### src/rtl/wb_queue.sv
// Buffered writeback stage: round-robin arbitration over NSRC producers, a DEPTH-entry
// FIFO of register writes drained one per cycle, and a forwarding lookup over pending writes.
module wb_queue #(
  parameter int         NSRC      = 2,
  parameter int         DEPTH     = 4,
  parameter int         XLEN      = 32,
  parameter logic [6:0] JMPC_TYPE = 7'h6F,
  parameter logic [6:0] SAVE_TYPE = 7'h23
) (
  input  logic                   clk_in,
  input  logic                   rst_in,
  input  logic                   rdy_in,
  input  logic                   port_busy,
  input  logic [NSRC-1:0]        src_valid,
  output logic [NSRC-1:0]        src_ready,
  input  logic [NSRC*5-1:0]      src_rd_addr,
  input  logic [NSRC*XLEN-1:0]   src_rd_val,
  input  logic [NSRC*7-1:0]      src_ins_type,
  output logic                   write_enable,
  output logic [4:0]             write_addr,
  output logic [XLEN-1:0]        write_data,
  input  logic [4:0]             fwd_addr,
  output logic                   fwd_hit,
  output logic [XLEN-1:0]        fwd_data,
  output logic [$clog2(DEPTH):0] count,
  output logic                   empty
);

  localparam int         AW       = $clog2(DEPTH);
  localparam int         RRW      = (NSRC > 1) ? $clog2(NSRC) : 1;
  localparam logic [AW:0] FULL_CNT = (AW+1)'(DEPTH);

  logic [RRW-1:0]   rr;
  logic [AW-1:0]    head;
  logic [AW-1:0]    tail;
  logic [DEPTH-1:0] ent_vld;
  logic [4:0]       mem_addr [DEPTH];
  logic [XLEN-1:0]  mem_data [DEPTH];

  logic [NSRC-1:0]  writing;
  logic [NSRC-1:0]  grant;
  logic             found;
  logic             sel_wr;
  logic [RRW-1:0]   gidx;
  logic [4:0]       sel_addr;
  logic [XLEN-1:0]  sel_val;
  logic             full;
  logic             pop;
  logic             hs;
  logic             push;

  always_comb begin
    writing = '0;
    for (int i = 0; i < NSRC; i++) begin
      writing[i] = (src_ins_type[7*i +: 7] != JMPC_TYPE) &&
                   (src_ins_type[7*i +: 7] != SAVE_TYPE) &&
                   (src_rd_addr[5*i +: 5] != 5'd0);
    end
  end

  // First valid source at or after rr, scanning cyclically
  always_comb begin
    int idx;
    idx      = 0;
    grant    = '0;
    gidx     = '0;
    found    = 1'b0;
    sel_wr   = 1'b0;
    sel_addr = '0;
    sel_val  = '0;
    for (int k = 0; k < NSRC; k++) begin
      idx = int'(rr) + k;
      if (idx >= NSRC) idx = idx - NSRC;
      if (!found && src_valid[idx]) begin
        found      = 1'b1;
        grant[idx] = 1'b1;
        gidx       = RRW'(idx);
        sel_wr     = writing[idx];
        sel_addr   = src_rd_addr[5*idx +: 5];
        sel_val    = src_rd_val[XLEN*idx +: XLEN];
      end
    end
  end

  assign empty = (count == '0);
  assign full  = (count == FULL_CNT);
  assign pop   = rdy_in & ~port_busy & ~empty;

  always_comb begin
    src_ready = '0;
    for (int i = 0; i < NSRC; i++) begin
      src_ready[i] = rdy_in & grant[i] & (~writing[i] | ~full | pop);
    end
  end

  assign hs   = |src_ready;
  assign push = hs & sel_wr;

  // Stage p0 -> p1: queue control and registered write port
  always_ff @(posedge clk_in) begin
    if (rst_in) begin
      rr           <= '0;
      head         <= '0;
      tail         <= '0;
      count        <= '0;
      ent_vld      <= '0;
      write_enable <= 1'b0;
      write_addr   <= '0;
      write_data   <= '0;
    end else if (rdy_in) begin
      if (pop) begin
        write_enable  <= 1'b1;
        write_addr    <= mem_addr[head];
        write_data    <= mem_data[head];
        ent_vld[head] <= 1'b0;
        head          <= head + AW'(1);
      end else begin
        write_enable <= 1'b0;
        write_addr   <= '0;
        write_data   <= '0;
      end
      // A full-queue push lands on the slot just vacated, so it must win
      if (push) begin
        ent_vld[tail] <= 1'b1;
        tail          <= tail + AW'(1);
      end
      count <= count + {{AW{1'b0}}, push} - {{AW{1'b0}}, pop};
      if (hs) rr <= (gidx == RRW'(NSRC-1)) ? '0 : gidx + RRW'(1);
    end
  end

  always_ff @(posedge clk_in) begin
    if (push) begin
      mem_addr[tail] <= sel_addr;
      mem_data[tail] <= sel_val;
    end
  end

  // Scan oldest to youngest so the last match is the youngest pending value
  always_comb begin
    logic [AW-1:0] pos;
    logic          q_hit;
    pos      = '0;
    q_hit    = 1'b0;
    fwd_hit  = 1'b0;
    fwd_data = '0;
    if (fwd_addr != 5'd0) begin
      for (int k = 0; k < DEPTH; k++) begin
        pos = head + AW'(k);
        if (ent_vld[pos] && (mem_addr[pos] == fwd_addr)) begin
          q_hit    = 1'b1;
          fwd_data = mem_data[pos];
        end
      end
      if (q_hit) begin
        fwd_hit = 1'b1;
      end else if (write_enable && (write_addr == fwd_addr)) begin
        fwd_hit  = 1'b1;
        fwd_data = write_data;
      end
    end
  end

endmodule

### config.mk
export PLATFORM = sky130hd
export DESIGN_NAME = wb_queue
export DESIGN_NICKNAME = d
export VERILOG_FILES = /design/src/rtl/wb_queue.sv
export SDC_FILE = /design/constraint.sdc
export NUM_CORES = 1
export LEC_CHECK = 0
export BUFFER_PORTS_ARGS = -buffer_cell sky130_fd_sc_hd__buf_4
export CORE_UTILIZATION = 42
export CTS_BUF_LIST = sky130_fd_sc_hd__clkbuf_4 sky130_fd_sc_hd__clkbuf_8
export DETAILED_ROUTE_END_ITERATION = 8
export HOLD_SLACK_MARGIN = 0.15
export PLACE_DENSITY = 0.66
export SLEW_MARGIN = 10
export SYNTH_ARGS = -nofsm -noshare
export SYNTH_HDL_FRONTEND = slang
export SYNTH_SLANG_ARGS = --single-unit
### constraint.sdc
create_clock -name clk_in -period 3.6 [get_ports clk_in]
set_input_delay 0 -clock clk_in [delete_from_list [all_inputs] [get_ports clk_in]]
set_output_delay 0 -clock clk_in [all_outputs]
set_load 0.02 [all_outputs]
Yosys cells after proc, flatten, opt, wreduce, memory -nomap -nowiden
Memory sizes are Yosys's and may differ from the RTL's. A register that Yosys moved wholly into a read port is not among the register bits.
Index checks and enable logic that the tools add are counted.

cells by class
  reductions and logical operators = 23
  $lt $le $gt $ge = 13
  mux-type cells = 70
  divide/modulo/power cells = 0
  multipliers = 2
  equal/unequal tests = 10
  bitwise logic cells = 20
  shift-type cells = 4
  add/subtract/negate cells = 10

operators with widths
  cell                   number
  $mux 32                12
  $shiftx 64x32->32      2
  $ge 32x1->1 const B    2
  $lt 32x3->1 const B    2
  $mul 4x32->32 const A  2
  $shiftx 10x32->5       2
  $mux 1                 37
  $eq 5x5->1             5
  $mux 4                 4
  $lt 2x3->1 const B     5
  $mux 5                 3
  $reduce_bool 5->1      3
  $logic_and 1x1->1      14
  $ne 7x6->1 const B     2
  $ne 7x7->1 const B     2
  $mux 2                 6
  $bmux 1 s2             4
  $and 1x1->1            7
  $reduce_and 2->1       3
  $not 1->1              5
  $add 2x1->2 const B    2
  $add 2x2->2 const B    2
  $and 4x4->4            1
  $demux 1 s2            2
  other kinds (18)       23

storage, ports and cells
  output and inout bits = 77
  latch bits = 0
  bits in read-only memories = 0
  memories kept = 2
  RAM bits = 148
  bits in registers = 50

memory list
  name      depth  bits a word  read ports  clocked after Yosys merged registers in  write ports  RTL line  RTL
  mem_data  4      32           4           1                                        1            38        logic [XLEN-1:0] mem_data [DEPTH];
  mem_addr  4      5            4           1                                        1            37        logic [4:0] mem_addr [DEPTH];

Logic depth before layout (Yosys ltp)
  depth in word-level cells = 15
  gate-level depth with buffers = 15

Least setup slack after synthesis
OpenSTA, ideal clock, no wires.

  kind = register -> output
  start = register head[0]
  end = output fwd_data[31]
  path buffers = 4
  stages on the path, launching flop included = 14
  data arrival time = 3.465 ns
  setup slack = 0.135 ns
  required time = 3.600 ns
  path through = dfxtp_1 > buf_6 > buf_6 > buf_4 > inv_1 > ha_1 > mux4_2 > xor2_1 > a211oi_2 > and2_1 > buf_4 > a221oi_1 > o311a_1 > nor3_1

between the ends
  longest elaborated chain between the ends = 10
  elaborated cells between the ends (all ways) = 32
  classes of those cells = add/sub: 3; eq/ne: 3; mux: 20; reduce/logical: 4; memory: 2

ends and longest elaborated chain
  item                                                   RTL line  RTL
  from (decl)                                            34        logic [AW-1:0] head;
  from (signal assigned)                                 116       head <= head + AW'(1);
  $add 2x1->2 / $bmux 1 s2 (equally long branches)       149, 150
  $mem_v2 4x5 (tied with other cells)                    n/a
  $eq 5x5->1 (tied with other cells)                     150       if (ent_vld[pos] && (mem_addr[pos] == fwd_addr)) begin
  $logic_and 1x1->1 (tied with other cells)              150
  $mux 32 / $mux 1 (equally long branches) (3 in a row)  150
  $mux 32 / $mux 1 (equally long branches)               157, 147
  $mux 32 (*)                                            155       if (q_hit) begin
  $mux 32 (*)                                            147       if (fwd_addr != 5'd0) begin
  to (decl)                                              24        output logic [XLEN-1:0] fwd_data,

Every way passes the cells marked *; elsewhere a longest branch is shown, timed or not. The select of a mux whose other input is x is not followed.

Final worst setup path
  start = register head[0]
  end = output fwd_data[2]

The elaborated chain is that of the path after synthesis.

==> flow_metrics.tcl <==
set metrics [dict create \
    syn_nets 993 \
    fmax_ghz 0.2808 \
    cts_buffers 17 \
    gr-usage-all-layers 0.2287 \
    powerDensity_nw_per_um2 343.6 \
    grt_pass1_wl_um 52320 \
    p_switching_mw 1.580 \
    finalHoldViolCount 0 \
    die_area_um2 29940 \
    fill_cells 2341 \
    diodes 0 \
    initial_core_util 0.4269 \
    path_common_cell "a211oi_4" \
    worst_ir_drop_vdd_mv 0.2976 \
    min_path_type "input port to flop" \
    avgSynthCellArea_um2 13.91 \
    grt_pass1_vias 9147 \
    power_frac_clock 0.273 \
    synth_enable_flop_cells 148 \
    p_total_mw 5.362 \
    grt-ovfl-total 0 \
    slew_headroom 0.3802 \
    pin_count 176 \
    critical_path_class "flop to output port" \
    worst_clock_skew_ps 23.16 \
    place_congestion 0.7999 \
    h-tree-depth 4 \
    vias 9388 \
    regArea_um2 5495 \
    syn_area_um2 12290 \
    ys_ff_latch 200 \
    p_leak_nw 5.513 \
    pwr-share-comb 0.226 \
    io_buffers 175 \
    cts_tree "yes" \
    crit_arrival_ps 3560 \
    fin_nets 1232 \
    drt_iter0_markers 794 \
    drive_gt1_frac 0.4176 \
    antenna_found_initial 0 \
    clk_pin_slew_ps 120 \
    synth_cell_types 45 \
    cp-start-kind "flop" \
    synth_top_flop_cell "edfxtp_1" \
    fp-row-count 62 \
    fin_crit_sh 0.9892 \
    period_needed_ps 3561 \
    slowest_stage "mux4_2" \
    synth_top_area_share 0.3617 \
    async_flop_share 0 \
    syn2layout_area_growth_pct 27.00 \
    p_sw_frac 0.2946 \
    layout_setup_ws_ps 39.04 \
    cp.buffers_inverters 4 \
    die_w_um 173.0 \
    crit_fanout 8 \
    drc 0 \
    yosysMostFrequentCell "edfxtp_1" \
    ant_nets 0 \
    seq_area_frac_synth 0.4464 \
    cts.sinks 200 \
    critPathRequiredTime_ps 3600 \
    p_int_mw 3.782 \
    pwr-share-seq 0.501 \
    synth_commonest_cells "edfxtp_1, mux4_2, nor2_1, dfxtp_1, clkbuf_1" \
    outcome "complete, no violations" \
    rsz0062_at_grt "true" \
    first_pass_iters 5 \
    clock_path_buffers 2 \
    path_cells "inv_4, ha_4, mux4_2, xor2_2, a211oi_4, a211oi_4, buf_6, buf_16, a221oi_1, o311a_1, nor3_2, buf_4" \
    routedWlPerCell_um 23.03 \
    ys_warn_count 0 \
    grt_max_degree 56 \
    end_kind "output port" \
    synth_cells 883 \
    synth_area_leaders "edfxtp_1, mux4_2, dfxtp_1" \
    setup_viol 0 \
    wl_um 34980 \
    maxCapViolCount 0 \
    place_ws_ps 267.0 \
    multi_input_area_um2 6444 \
    cts_root_buf "clkbuf_8" \
    slowest_delay_ps 550 \
    avgViaCountPerCell 6.180 \
    core_area_um2 28780 \
    finalMaxSlewViolations 0 \
    worstSkewPairLatency_ps 480 \
    cpLargestDelayFamily "compound AO/OA/AOI/OAI gates" \
    worst_slew_pin_slew_ps 928.3 \
    die_h_um 173.0 \
    post-synth-top-area-cell "edfxtp_1" \
    post-dp-hpwl_um 20270 \
]
[cell type report]
cell class	instances	area share
clock buffers	17	0.01499
clock inverters	15	0.01155
inverters	10	0.002726
multi-input cells	583	0.4130
flip-flops and latches	200	0.3522
well taps	384	0.03079
repair buffers	310	0.1748
[path summary, 6_finish.rpt]
path | from | end | slack (ps) | cells after the start
worst max-delay path | head[0] | fwd_data[2] | 40 | 12
worst min-delay path | src_ins_type[4] | flop | 260 | 6
worst max register to register | flop | count[1] | 470 | 12
worst min register to register | ent_vld[1] | ent_vld[1] | 530 | 2
[flip-flops by register name, summed over array words and instances, names as in the netlist, named ones only]
signal	cells
mem_addr	20
write_data	32
count	3
head	2
write_enable	1
write_addr	5
ent_vld	4
tail	2
mem_data	128
[power by group through the flow]
stage,Combinational (mW),Sequential [mW],Clock [mW]
after floorplan,0.751,2.73,0
after global placement,1.07,2.73,0
after detailed placement,1.08,2.74,0
after CTS,1.19,2.68,1.49
after global routing,1.30,2.70,1.57
final,1.21,2.69,1.46
[per-stage QoR]
stage	utilization	instances	setup TNS [ps]	instance area [µm²]	hold WS (ps)
floorplan	-	883	0	12290	258.4
global placement	0.4860	1382	0	13990	324.0
detailed placement	0.4860	1382	0	13990	330.2
CTS	0.5338	1500	0	15360	218.2
global route	0.5422	1519	-1558	15600	278.5
finish	0.5422	1519	0	15600	258.9
[timing repair]
action,CTS,global route
hold endpoints to repair,200,0
hold buffers,78,0
gates resized for setup,21,13
gates cloned,3,2
pin swaps,10,32
buffers inserted,5,17
setup endpoints to repair,32,32
[placed cells by master, fill, tap and decap left out, types with 3 or more instances in the layout]
| cell type | n |
|---|---|
| buf_4 | 213 |
| edfxtp_1 | 148 |
| mux4_2 | 146 |
| nor2_1 | 118 |
| dlygate4sd3_1 | 78 |
| dfxtp_1 | 48 |
| nand2_1 | 43 |
| a22oi_1 | 38 |
| a22o_1 | 37 |
| o311a_1 | 34 |
| nor3_2 | 31 |
| a221oi_1 | 30 |
| xnor2_1 | 20 |
| clkbuf_8 | 17 |
| ha_1 | 9 |
| a21oi_1 | 8 |
| buf_12 | 8 |
| inv_1 | 7 |
| xor2_1 | 7 |
| nand3_1 | 6 |
| clkinv_8 | 6 |
| buf_6 | 6 |
| mux2i_1 | 5 |
| inv_6 | 5 |
| or4_1 | 4 |
| xor2_2 | 4 |
| and2_2 | 4 |
| nor2_4 | 3 |
| nand4b_1 | 3 |
| a221oi_2 | 3 |
[cell families after synthesis]
kind of cell             count (synthesis)  synth area share
buffers and inverters                  101           0.04063
multiplexers                           152            0.2726
flip-flops                             200            0.4464
adder cells (fa/ha/maj)                 11           0.01181
XOR/XNOR                                31           0.02210
AO/OA/AOI/OAI                          158            0.1109
AND/OR/NAND/NOR                        230           0.09552
[worst register-to-register path, delay by kind of cell, from the launching register on]
family	cells	cell delay (ps)
AO/OA/AOI/OAI	2	470
buffers and inverters	4	820
multiplexers	1	140
flip-flops	1	420
AND/OR/NAND/NOR	2	260
adder cells (fa/ha/maj)	3	900
[per-layer routing]
layer / global-route usage / wire length (µm)
met2: 0.3978 / 17810
met1: 0.2929 / 13840
met3: 0.04288 / 2713
met5: 0 / 0
met4: 0.06158 / 619
Power figures use the tool's default switching activity.
